<file path="src/rtl/z80_bus_ctrl.sv">
// Z80 bus controller: decodes CPU memory and I/O cycles into ROM, RAM and
// I/O-channel strobes, returns read data, holds the RAM bank / ROM overlay
// control register, and inserts per-region wait states.
//
// Handshake: the CPU samples wait_n; while wait_n=0 (FSM in STALL) the CPU
// keeps its bus cycle open and all strobes and cpu_din stay valid. An access
// is accepted (its wait count loaded) only on the first edge it is seen after
// a cycle with no qualifying access, so a long HOLD never re-arms the stall.
module z80_bus_ctrl #(
    parameter int          ROM_BITS  = 13,
    parameter int          NUM_IO    = 4,
    parameter logic [7:0]  IO_BASE   = 8'h80,
    parameter logic [7:0]  CTRL_PORT = 8'hF0,
    parameter int          ROM_WAIT  = 1,
    parameter int          RAM_WAIT  = 0,
    parameter int          IO_WAIT   = 2
) (
    input  logic                  clk,
    input  logic                  reset,
    input  logic [15:0]           addr,
    input  logic                  mreq_n,
    input  logic                  iorq_n,
    input  logic                  rd_n,
    input  logic                  wr_n,
    input  logic                  m1_n,
    input  logic                  rfsh_n,
    input  logic [7:0]            cpu_dout,
    output logic [7:0]            cpu_din,
    input  logic [7:0]            rom_data,
    input  logic [7:0]            ram_data,
    input  logic [8*NUM_IO-1:0]   io_data,
    output logic                  rom_rd,
    output logic                  ram_rd,
    output logic                  ram_wr,
    output logic [NUM_IO-1:0]     io_rd,
    output logic [NUM_IO-1:0]     io_wr,
    output logic                  io_sel,
    output logic [3:0]            ram_bank,
    output logic                  rom_overlay,
    output logic                  wait_n,
    output logic [1:0]            fsm_state
);

    typedef enum logic [1:0] {
        S_IDLE  = 2'd0,
        S_STALL = 2'd1,
        S_HOLD  = 2'd2
    } state_t;

    state_t              state_q, state_d;
    logic [2:0]          cnt_q, cnt_d;
    logic                qual_q;

    logic                mem_acc, io_acc;
    logic                rom_sel, ram_sel, ctrl_sel;
    logic [NUM_IO-1:0]   chan_hit;
    logic                qual, start, bus_idle;
    logic [2:0]          wait_cnt;

    // Control-register bits 3:1 carry no function.
    logic                unused_bits;
    assign unused_bits = ^cpu_dout[3:1];

    // Address decode: classify the current bus cycle into a region.
    always_comb begin
        mem_acc  = ~mreq_n & rfsh_n;
        io_acc   = ~iorq_n & m1_n;
        rom_sel  = mem_acc & rom_overlay & ((addr >> ROM_BITS) == 16'd0);
        ram_sel  = mem_acc & ~rom_sel;
        ctrl_sel = io_acc & (addr[7:0] == CTRL_PORT);
        chan_hit = '0;
        for (int k = 0; k < NUM_IO; k++) begin
            if (io_acc && (addr[7:1] == (IO_BASE[7:1] + 7'(k)))) begin
                chan_hit[k] = 1'b1;
            end
        end
    end

    assign rom_rd = rom_sel & ~rd_n;
    assign ram_rd = ram_sel & ~rd_n;
    assign ram_wr = ram_sel & ~wr_n;
    assign io_rd  = chan_hit & {NUM_IO{~rd_n}};
    assign io_wr  = chan_hit & {NUM_IO{~wr_n}};
    assign io_sel = addr[0];

    // Read-data mux; intack, refresh, unmapped ports and idle read as 0xFF.
    always_comb begin
        cpu_din = 8'hFF;
        if (rom_sel) begin
            cpu_din = rom_data;
        end else if (ram_sel) begin
            cpu_din = ram_data;
        end else if (ctrl_sel) begin
            cpu_din = {ram_bank, 3'b000, rom_overlay};
        end else begin
            for (int k = 0; k < NUM_IO; k++) begin
                if (chan_hit[k]) begin
                    cpu_din = io_data[8*k +: 8];
                end
            end
        end
    end

    // Control register: bank reloads every edge of a CTRL_PORT write; overlay only clears.
    always_ff @(posedge clk or posedge reset) begin
        if (reset) begin
            ram_bank    <= 4'd0;
            rom_overlay <= 1'b1;
        end else if (ctrl_sel && !wr_n) begin
            ram_bank <= cpu_dout[7:4];
            if (cpu_dout[0]) begin
                rom_overlay <= 1'b0;
            end
        end
    end

    // Wait-count selection and access-start detection.
    always_comb begin
        qual     = mem_acc | (|chan_hit) | ctrl_sel;
        start    = qual & ~qual_q;
        bus_idle = mreq_n & iorq_n;
        if (rom_sel) begin
            wait_cnt = 3'(ROM_WAIT);
        end else if (ram_sel) begin
            wait_cnt = 3'(RAM_WAIT);
        end else begin
            wait_cnt = 3'(IO_WAIT);
        end
    end

    // Wait FSM state, counter and previous-cycle access flag.
    always_ff @(posedge clk or posedge reset) begin
        if (reset) begin
            state_q <= S_IDLE;
            cnt_q   <= 3'd0;
            qual_q  <= 1'b0;
        end else begin
            state_q <= state_d;
            cnt_q   <= cnt_d;
            qual_q  <= qual;
        end
    end

    // Wait FSM next state: bus release wins, then a fresh start, then stall countdown.
    always_comb begin
        state_d = state_q;
        cnt_d   = cnt_q;
        if (bus_idle) begin
            state_d = S_IDLE;
        end else if (start) begin
            cnt_d   = wait_cnt;
            state_d = (wait_cnt == 3'd0) ? S_HOLD : S_STALL;
        end else if (state_q == S_STALL) begin
            cnt_d = cnt_q - 3'd1;
            if (cnt_q <= 3'd1) begin
                state_d = S_HOLD;
            end
        end
    end

    assign wait_n    = (state_q != S_STALL);
    assign fsm_state = state_q;

endmodule
</file>
<file path="config.mk">
export PLATFORM = sky130hd
export DESIGN_NAME = z80_bus_ctrl
export DESIGN_NICKNAME = d
export VERILOG_FILES = /design/src/rtl/z80_bus_ctrl.sv
export SDC_FILE = /design/constraint.sdc
export NUM_CORES = 1
export LEC_CHECK = 0
export BUFFER_PORTS_ARGS = -buffer_cell sky130_fd_sc_hd__buf_2
export CAP_MARGIN = 20
export CELL_PAD_IN_SITES_DETAIL_PLACEMENT = 0
export CELL_PAD_IN_SITES_GLOBAL_PLACEMENT = 1
export CORE_MARGIN = 1.5
export CORE_UTILIZATION = 27
export DETAILED_ROUTE_END_ITERATION = 12
export GPL_TIMING_DRIVEN = 0
export PLACE_DENSITY = 0.86
export RECOVER_POWER = 50
export SLEW_MARGIN = 10
export SYNTH_ARGS = -nofsm -noshare
export SYNTH_HDL_FRONTEND = slang
export SYNTH_SLANG_ARGS = --single-unit
export TNS_END_PERCENT = 100
</file>
<file path="constraint.sdc">
create_clock -name clk -period 2.9 [get_ports clk]
set_input_delay 0.145 -clock clk [delete_from_list [all_inputs] [get_ports clk]]
set_output_delay 0.145 -clock clk [all_outputs]
set_load 0.02 [all_outputs]
</file>
== Word level (Yosys, flattened, before mapping) ==
Cells that the tools add are included.

* Flip-flop bits (word level): 11

* $add $sub $neg: 1
* Magnitude comparators: 1
* Equal/unequal tests: 7
* Mux-type cells: 20
* Bitwise gates (word level): 22
* Reduce and logical (&&, ||, !) cells: 15

{| class="wikitable"
|+ Operators with widths
! kind !! number
|-
| $mux 8 || 7
|-
| $eq 7x7->1 const B || 4
|-
| $logic_not 16->1 || 1
|-
| $mux 2 || 7
|-
| $and 1x1->1 || 11
|-
| $and 4x4->4 || 2
|-
| $eq 8x8->1 const B || 1
|-
| $not 1->1 || 7
|-
| $mux 3 || 2
|-
| $reduce_and 2->1 || 3
|-
| $reduce_bool 3->1 || 2
|-
| $logic_and 1x1->1 || 5
|-
| $mux 1 || 4
|-
| $reduce_or 4->1 || 1
|-
| $le 3x1->1 const B || 1
|-
| $logic_not 3->1 || 1
|-
| $sub 3x1->3 const B || 1
|-
| $eq 2x1->1 const B || 1
|-
| $ne 2x1->1 const B || 1
|-
| $or 1x1->1 || 2
|-
| $reduce_bool 2->1 || 1
|-
| $logic_not 1->1 || 1
|}

== Longest topological paths before layout ==
Gate-level depths: netlist of the first run.

* Depth in word-level cells: 12
* Gate-level depth with buffers: 7
* Depth with buffers taken out: 5

== Worst setup path before layout of the first run ==
No wires, ideal clock.

* Kind: register to output
* Start point: register rom_overlay
* End point: output cpu_din[4]
* Arrival time: 2107 ps
* Setup slack: 648 ps
* Stages on the path, launching flop included: 6
* Path buffers: 1
* Cells stage by stage: dfstp_2 -> nor4b_1 -> clkbuf_1 -> mux2_2 -> a32oi_1 -> o21ai_0

* Cells in the longest elaborated chain, start to end: 6

{| class="wikitable"
|+ Ends and longest elaborated chain
! item !! line !! text
|-
| start, declared || 39 || <nowiki>output logic rom_overlay,</nowiki>
|-
| start signal, assigned || 108 || <nowiki>rom_overlay <= 1'b1;</nowiki>
|-
| start signal, assigned || 112 || <nowiki>rom_overlay <= 1'b0;</nowiki>
|-
| $and 1x1->1 * (2 in a row) || 68 || <nowiki>rom_sel = mem_acc & rom_overlay & ((addr >> ROM_BITS) == 16'd0);</nowiki>
|-
| $not 1->1 || 69 || <nowiki>ram_sel = mem_acc & ~rom_sel;</nowiki>
|-
| $and 1x1->1 || 69 ||
|-
| $mux 8 || 91 || <nowiki>end else if (ram_sel) begin</nowiki>
|-
| $mux 8 * || 89 || <nowiki>if (rom_sel) begin</nowiki>
|-
| end, declared || 28 || <nowiki>output logic [7:0] cpu_din,</nowiki>
|}

Mark *: on every way between the ends. The rest lies on a longest branch, timed or not.

== Final worst setup path of the first run ==
Same ends and word-level chain as after synthesis.

==> results.cfg, run 1 <==
[finish]
multi_input_area_sq_um = 830
final_cell_mix = buf_2, clkbuf_1, nor2_1
final_common_cell = buf_2
final_area_sq_um = 1780
seq_area_sq_um = 277
final_util = 0.432
nets = 318
area_growth_pct = 50.1
fill_cells = 418
drive_gt1_frac = 0.481
antenna_cells = 0

[setup_path]
startpoint_type = register
critPathKind = reg -> out
arrival_ns = 2.56
required_ns = 2.76
end_kind = primary output
critical_path_peak_fanout = 10

[grt]
grt_overflow = 0
grt_use_total = 0.161
grt_start_max_net_pins = 12
top_usage_layer = met2
grt_first_pass_wirelength_um = 6310
antenna_found_initial = 0
grt_pass1_vias = 1361
grt_util_met3 = 0.0436
gr-usage-met1 = 0.200
grtUsageMet2 = 0.279

[die]
coreArea_sq_um = 4120
start_util = 0.288
dieArea_sq_um = 4790
io-pin-count = 108
rows = 23
die_w_um = 69.2
dieHeight_um = 69.2

[clocking]
cts_made_buffers = 3
htreeDepth = 1
insertion_delay_ns = 0.24
path_clk_slew_ns = 0.05
cts-root-buf = clkbuf_8
cts.sinks = 11
clk_path_buf_depth = 2
cts_tree = done

[synth]
ys_warn_count = 0
synth_ff_type = dfrtp_1
yosysSeqAreaShare = 0.234
syn_area_sq_um = 1180
syn_avg_cell_area_sq_um = 8.97
syn_nets = 214
ys_types = 41
synth_area_leaders = dfrtp_1, mux4_2, mux2_4
synth_top_area_cell = dfrtp_1
synth-seq-cells = 11
syn_inst = 132
async_flop_share = 1.00
synth_top_area_share = 0.211
synth_edf_count = 0

[timing]
maxSlewViolCount = 0
setup_viol = 0
setup_tns_ns = 0
min_period_over_period = 0.933
fmax_ghz = 0.369
slew_headroom = 0.590
fin_crit_ns = 2.71
rsz0062_at_grt = false
worstMarginPinSlew_ns = 0.615
hold_slack_ns = 0.134
fin_skew_ns = 0.00260
finalHoldViolCount = 0

[place]
dp_hpwl_um = 3230
place_congestion = 0.817
portBuffers = 98
dpl_cell_area_sq_um = 1740

[detailed_routing]
drt_first_pass_iters = 4
routed_wirelength_um = 3870
dr_total_vias = 1440
drc = 0
wire_per_inst_um = 13.6
antenna_left = 0
drt_iter0_markers = 66
vias_per_cell = 5.05

[power]
p_per_area_nw_per_um2 = 341
power.total_w = 0.000606
p_leak_nw = 0.838
ir_worst_vdd_v = 0.000128

[job]
cap_violations = 0

[hold_path]
hold_path.class = in -> reg

[run_status]
status = finished clean
-- layer usage --
layer,share of wire,vias up
met4,0.014,0
li1,-,703
met1,0.43,657
met3,0.078,7
met2,0.47,73
met5,0,-
-- synth_stat cells (2+ instances only) --
cell      instances
inv_1             6
and2_1            2
dfrtp_1          10
nor2_1           15
a21oi_1           2
mux2_4            4
mux4_1            2
o211ai_1          4
nand3_1           5
a211oi_1          2
ha_1              2
o22ai_1           6
mux2i_1           3
nor2b_1           3
nor3_1            7
buf_6             2
a32oi_1           5
nor4_1            2
clkbuf_1          7
o21ai_0           4
mux4_2            6
nand2b_1          3
or4b_2            2
mux2_2            2
nand2_1          10
-- sequential cells by signal (all words and copies together), names as in the netlist --
name and count:
cnt_q 3, qual_q 1, rom_overlay 1, fsm_state 2
ram_bank 4
-- report_power, final --
group,leakage [nW],switching (W),internal (W),total [W]
registers,0.142,0.0000264,0.000182,0.000209
clock network,0.0228,0.0000590,0.0000966,0.000156
logic,0.674,0.000125,0.000117,0.000242
total,0.838,0.000210,0.000395,0.000606
-- worst max-delay path, stage by stage (launching register included) --
cell	delay, ns
dfstp_2	0.56
nor4b_2	0.37
buf_1	0.53
mux2_2	0.42
a32oi_1	0.15
o21ai_0	0.09
buf_2	0.18
-- through the flow --
step | cells | worst slack (ns)
2_1_floorplan | 132 | 0.648
3_3_place_gp | 280 | 0.0999
3_5_place_dp | 280 | 0.202
4_1_cts | 285 | 0.168
5_1_grt | 285 | 0.00387
6_report | 285 | 0.193
-- final cells by class --
type                            instances  share of cell area
Inverter                                6              0.0127
Multi-Input combinational cell        104               0.467
Buffer                                 11              0.0296
Tap cell                               50              0.0352
Timing Repair Buffer                   99               0.275
Clock buffer                            4              0.0254
Sequential cell                        11               0.156
-- final timing paths --
| kind | startpoint | endpoint | slack, ns | cells after the start |
|---|---|---|---|---|
| min | cpu_dout[6] | ram_bank[2] | 0.13 | 2 |
| min reg2reg | rom_overlay | rom_overlay | 0.49 | 1 |
| max in group asynchronous | reset | rom_overlay | 2.12 | 3 |
| max | rom_overlay | cpu_din[4] | 0.19 | 6 |
| min in group asynchronous | reset | cnt_q[2] | 0.45 | 3 |
| max reg2reg | rom_overlay | fsm_state[0] | 1.04 | 4 |
-- repair_timing --
item                                    in CTS  in global routing
pin swaps                                    0                  0
gates resized for setup                      1                  1
buffers inserted                             0                  0
hold endpoints to repair                    10                  0
endpoints found under the setup margin       1                  1
hold buffers                                 1                  0
-- logic make-up after synthesis --
kind of cell | after synthesis | synth area share
xor gates and xnor gates | 1 | 0.00740
AOI/OAI and AO/OA | 28 | 0.165
muxes | 17 | 0.254
DFF | 11 | 0.234
adders and majority gates | 2 | 0.0211
and+or+nand+nor | 56 | 0.248
buffers and inverters | 17 | 0.0708
No activity file was read; power rests on OpenSTA's default activity.
==> run 2: changes to the inputs <==
ABC_AREA = 1   (was not set)
CORE_UTILIZATION = 25   (was 27)
PLACE_DENSITY = 0.83   (was 0.86)
==> run 2 against run 1 <==
Compared with the run above: critical endpoint is now cpu_din[6]; global-route usage decreased by 0.73 points; count of clock-buffer cells in the layout unchanged; sequential power about the same; synthesized cell count increased by 61%; sequential cell count unchanged; largest power group unchanged; largest cell class unchanged; combinational power decreased by 2%; cell area increased by 6.1%; setup slack improved by 0.70 ns; clock skew increased by 0.0028 ns; critical path depth increased by 3.
==> results.cfg, run 2 <==
[run_status]
status = finished clean

[synth]
synth_ff_type = dfrtp_1
synth-seq-cells = 11
synth_area_leaders = dfrtp_1, nand2_1, nor2_1
async_flop_share = 1.00
synth.most_common_cell = nand2_1
syn_nets = 295
ys_top_cells_by_count = nand2_1, nor2_1, inv_1, nand3_1, o21ai_0
synth_edf_count = 0
syn_area_sq_um = 1280
syn_inst = 213
ys_warn_count = 0
ys_types = 29
syn_avg_cell_area_sq_um = 6.00
yosysSeqAreaShare = 0.216
synth_top_area_share = 0.196
synth_top_area_cell = dfrtp_1

[power]
p_leak_nw = 1.08
p_int_w = 0.000380
p_per_area_nw_per_um2 = 318
power.total_w = 0.000600
seqPwrFrac = 0.346
clkPwrFrac = 0.257
share_comb_of_total_power = 0.397
p_sw_w = 0.000220
p_sw_frac = 0.367
ir_worst_vdd_v = 0.000120

[hold_path]
hold_path.class = in -> reg
hold_depth = 4
holdPathEnd = rom_overlay
hp-start = cpu_dout[0]

[timing]
hold_slack_ns = 0.102
setup_tns_ns = 0
fin_skew_ns = 0.00537
fmax_ghz = 0.499
fin_crit_ns = 2.01
setup_viol = 0
maxSlewViolCount = 0
rsz0062_at_grt = false
slew_headroom = 0.627
min_period_over_period = 0.692
finalHoldViolCount = 0
worstMarginPinSlew_ns = 0.557

[setup_path]
required_ns = 2.76
cp-startpoint = rom_overlay
critical_path_peak_fanout = 6
startpoint_type = register
arrival_ns = 1.86
timing.rr.start = rom_overlay
ff2ff_setup_slack_ns = 1.40
cp_slowest_cell = dfstp_2
rr_worst_depth = 9
slowest_delay_ns = 0.53
end_kind = primary output
path_cells = inv_1, nor2_1, nand2_1, nand2_1, inv_1, a22o_1, inv_1, nand2_1, buf_2
critPathKind = reg -> out
rr_endpoint = cnt_q[0]

[die]
coreArea_sq_um = 4820
dieArea_sq_um = 5550
die_w_um = 74.5
rows = 25
dieHeight_um = 74.5
start_util = 0.265
io-pin-count = 108

[detailed_routing]
wire_per_inst_um = 10.9
dr_total_vias = 1652
drt_iter0_markers = 43
vias_per_cell = 4.30
drc = 0
drt_first_pass_iters = 4
antenna_left = 0
routed_wirelength_um = 4200

[job]
cap_violations = 0

[grt]
grt_first_pass_wirelength_um = 6560
grt_overflow = 0
grt_pass1_vias = 1521
grt_use_total = 0.154
antenna_found_initial = 0
grt_start_max_net_pins = 12

[finish]
fill_cells = 555
drive_gt1_frac = 0.353
largest_reg_flops = 4
final_common_cell = buf_2
antenna_cells = 0
nets = 400
final_cell_mix = buf_2, nand2_1, nor2_1
area_growth_pct = 47.5
seq_area_sq_um = 277
multi_input_area_sq_um = 838
final_area_sq_um = 1890
layoutNonFillerInstCount = 384
largest_register = ram_bank

[clocking]
cts-root-buf = clkbuf_8
postCtsSetupBuffers = 0
cts_resized = 0
cts_tree = done
clk_path_buf_depth = 2
cts_made_buffers = 3
insertion_delay_ns = 0.24
cts.sinks = 11
holdBufCountCts = 1
htreeDepth = 1
path_clk_slew_ns = 0.05

[place]
place_congestion = 0.824
dpl_cell_area_sq_um = 1860
portBuffers = 99
placed_cells = 379
dp_hpwl_um = 3560
## run 2: kinds of logic after synthesis
logic type,after synthesis,share of synthesized area
compound gates,26,0.117
xor+xnor,1,0.00685
fa+ha+maj,2,0.0196
buf+inv,35,0.114
flops,11,0.216
simple gates,138,0.525
## run 2: worst max path at each step
stage,end,cells after the start,slack [ns]
final,cpu_din[6],9,0.89
after global routing,cpu_din[6],9,0.69
after CTS,cpu_din[6],9,0.87
after detailed placement,cpu_din[6],9,1.13
after global placement,cpu_din[6],9,1.13
after floorplan,cpu_din[6],8,1.36
## run 2: power groups by stage
stage          Combinational (W)  Clock [W]  Sequential [W]
2_1_floorplan           0.000134          0        0.000217
4_1_cts                 0.000246   0.000162        0.000207
3_3_place_gp            0.000242          0        0.000208
3_5_place_dp            0.000244          0        0.000209
6_report                0.000238   0.000154        0.000208
5_1_grt                 0.000271   0.000171        0.000210
## run 2: critical path: cells and delay by family (launching register included)
kind	cells	cell delay, ns
flip-flops	1	0.53
AND/OR/NAND/NOR	4	0.46
buffers and inverters	4	0.43
AO/OA/AOI/OAI	1	0.21
## run 2: stage by stage
step           utilization  setup WS (ns)
2_1_floorplan            -           1.36
3_3_place_gp         0.386           1.13
3_5_place_dp         0.386           1.13
4_1_cts              0.397          0.871
5_1_grt              0.391          0.686
6_report             0.391          0.894
## run 2: layout make-up
class                           instances  share of cell area
Tap cell                               67              0.0445
Clock buffer                            4              0.0239
Sequential cell                        11               0.147
Timing Repair Buffer                  100               0.263
Multi-Input combinational cell        167               0.445
Buffer                                  5              0.0179
Inverter                               30              0.0597
## run 2: per-layer routing
metal  global-route usage  wire, um  vias to the layer above
li1                     -         -                      882
met1                0.186      1830                      706
met2                0.277      1990                       60
met3               0.0352       336                        4
met4               0.0364        41                        0
met5                    0         0                        -
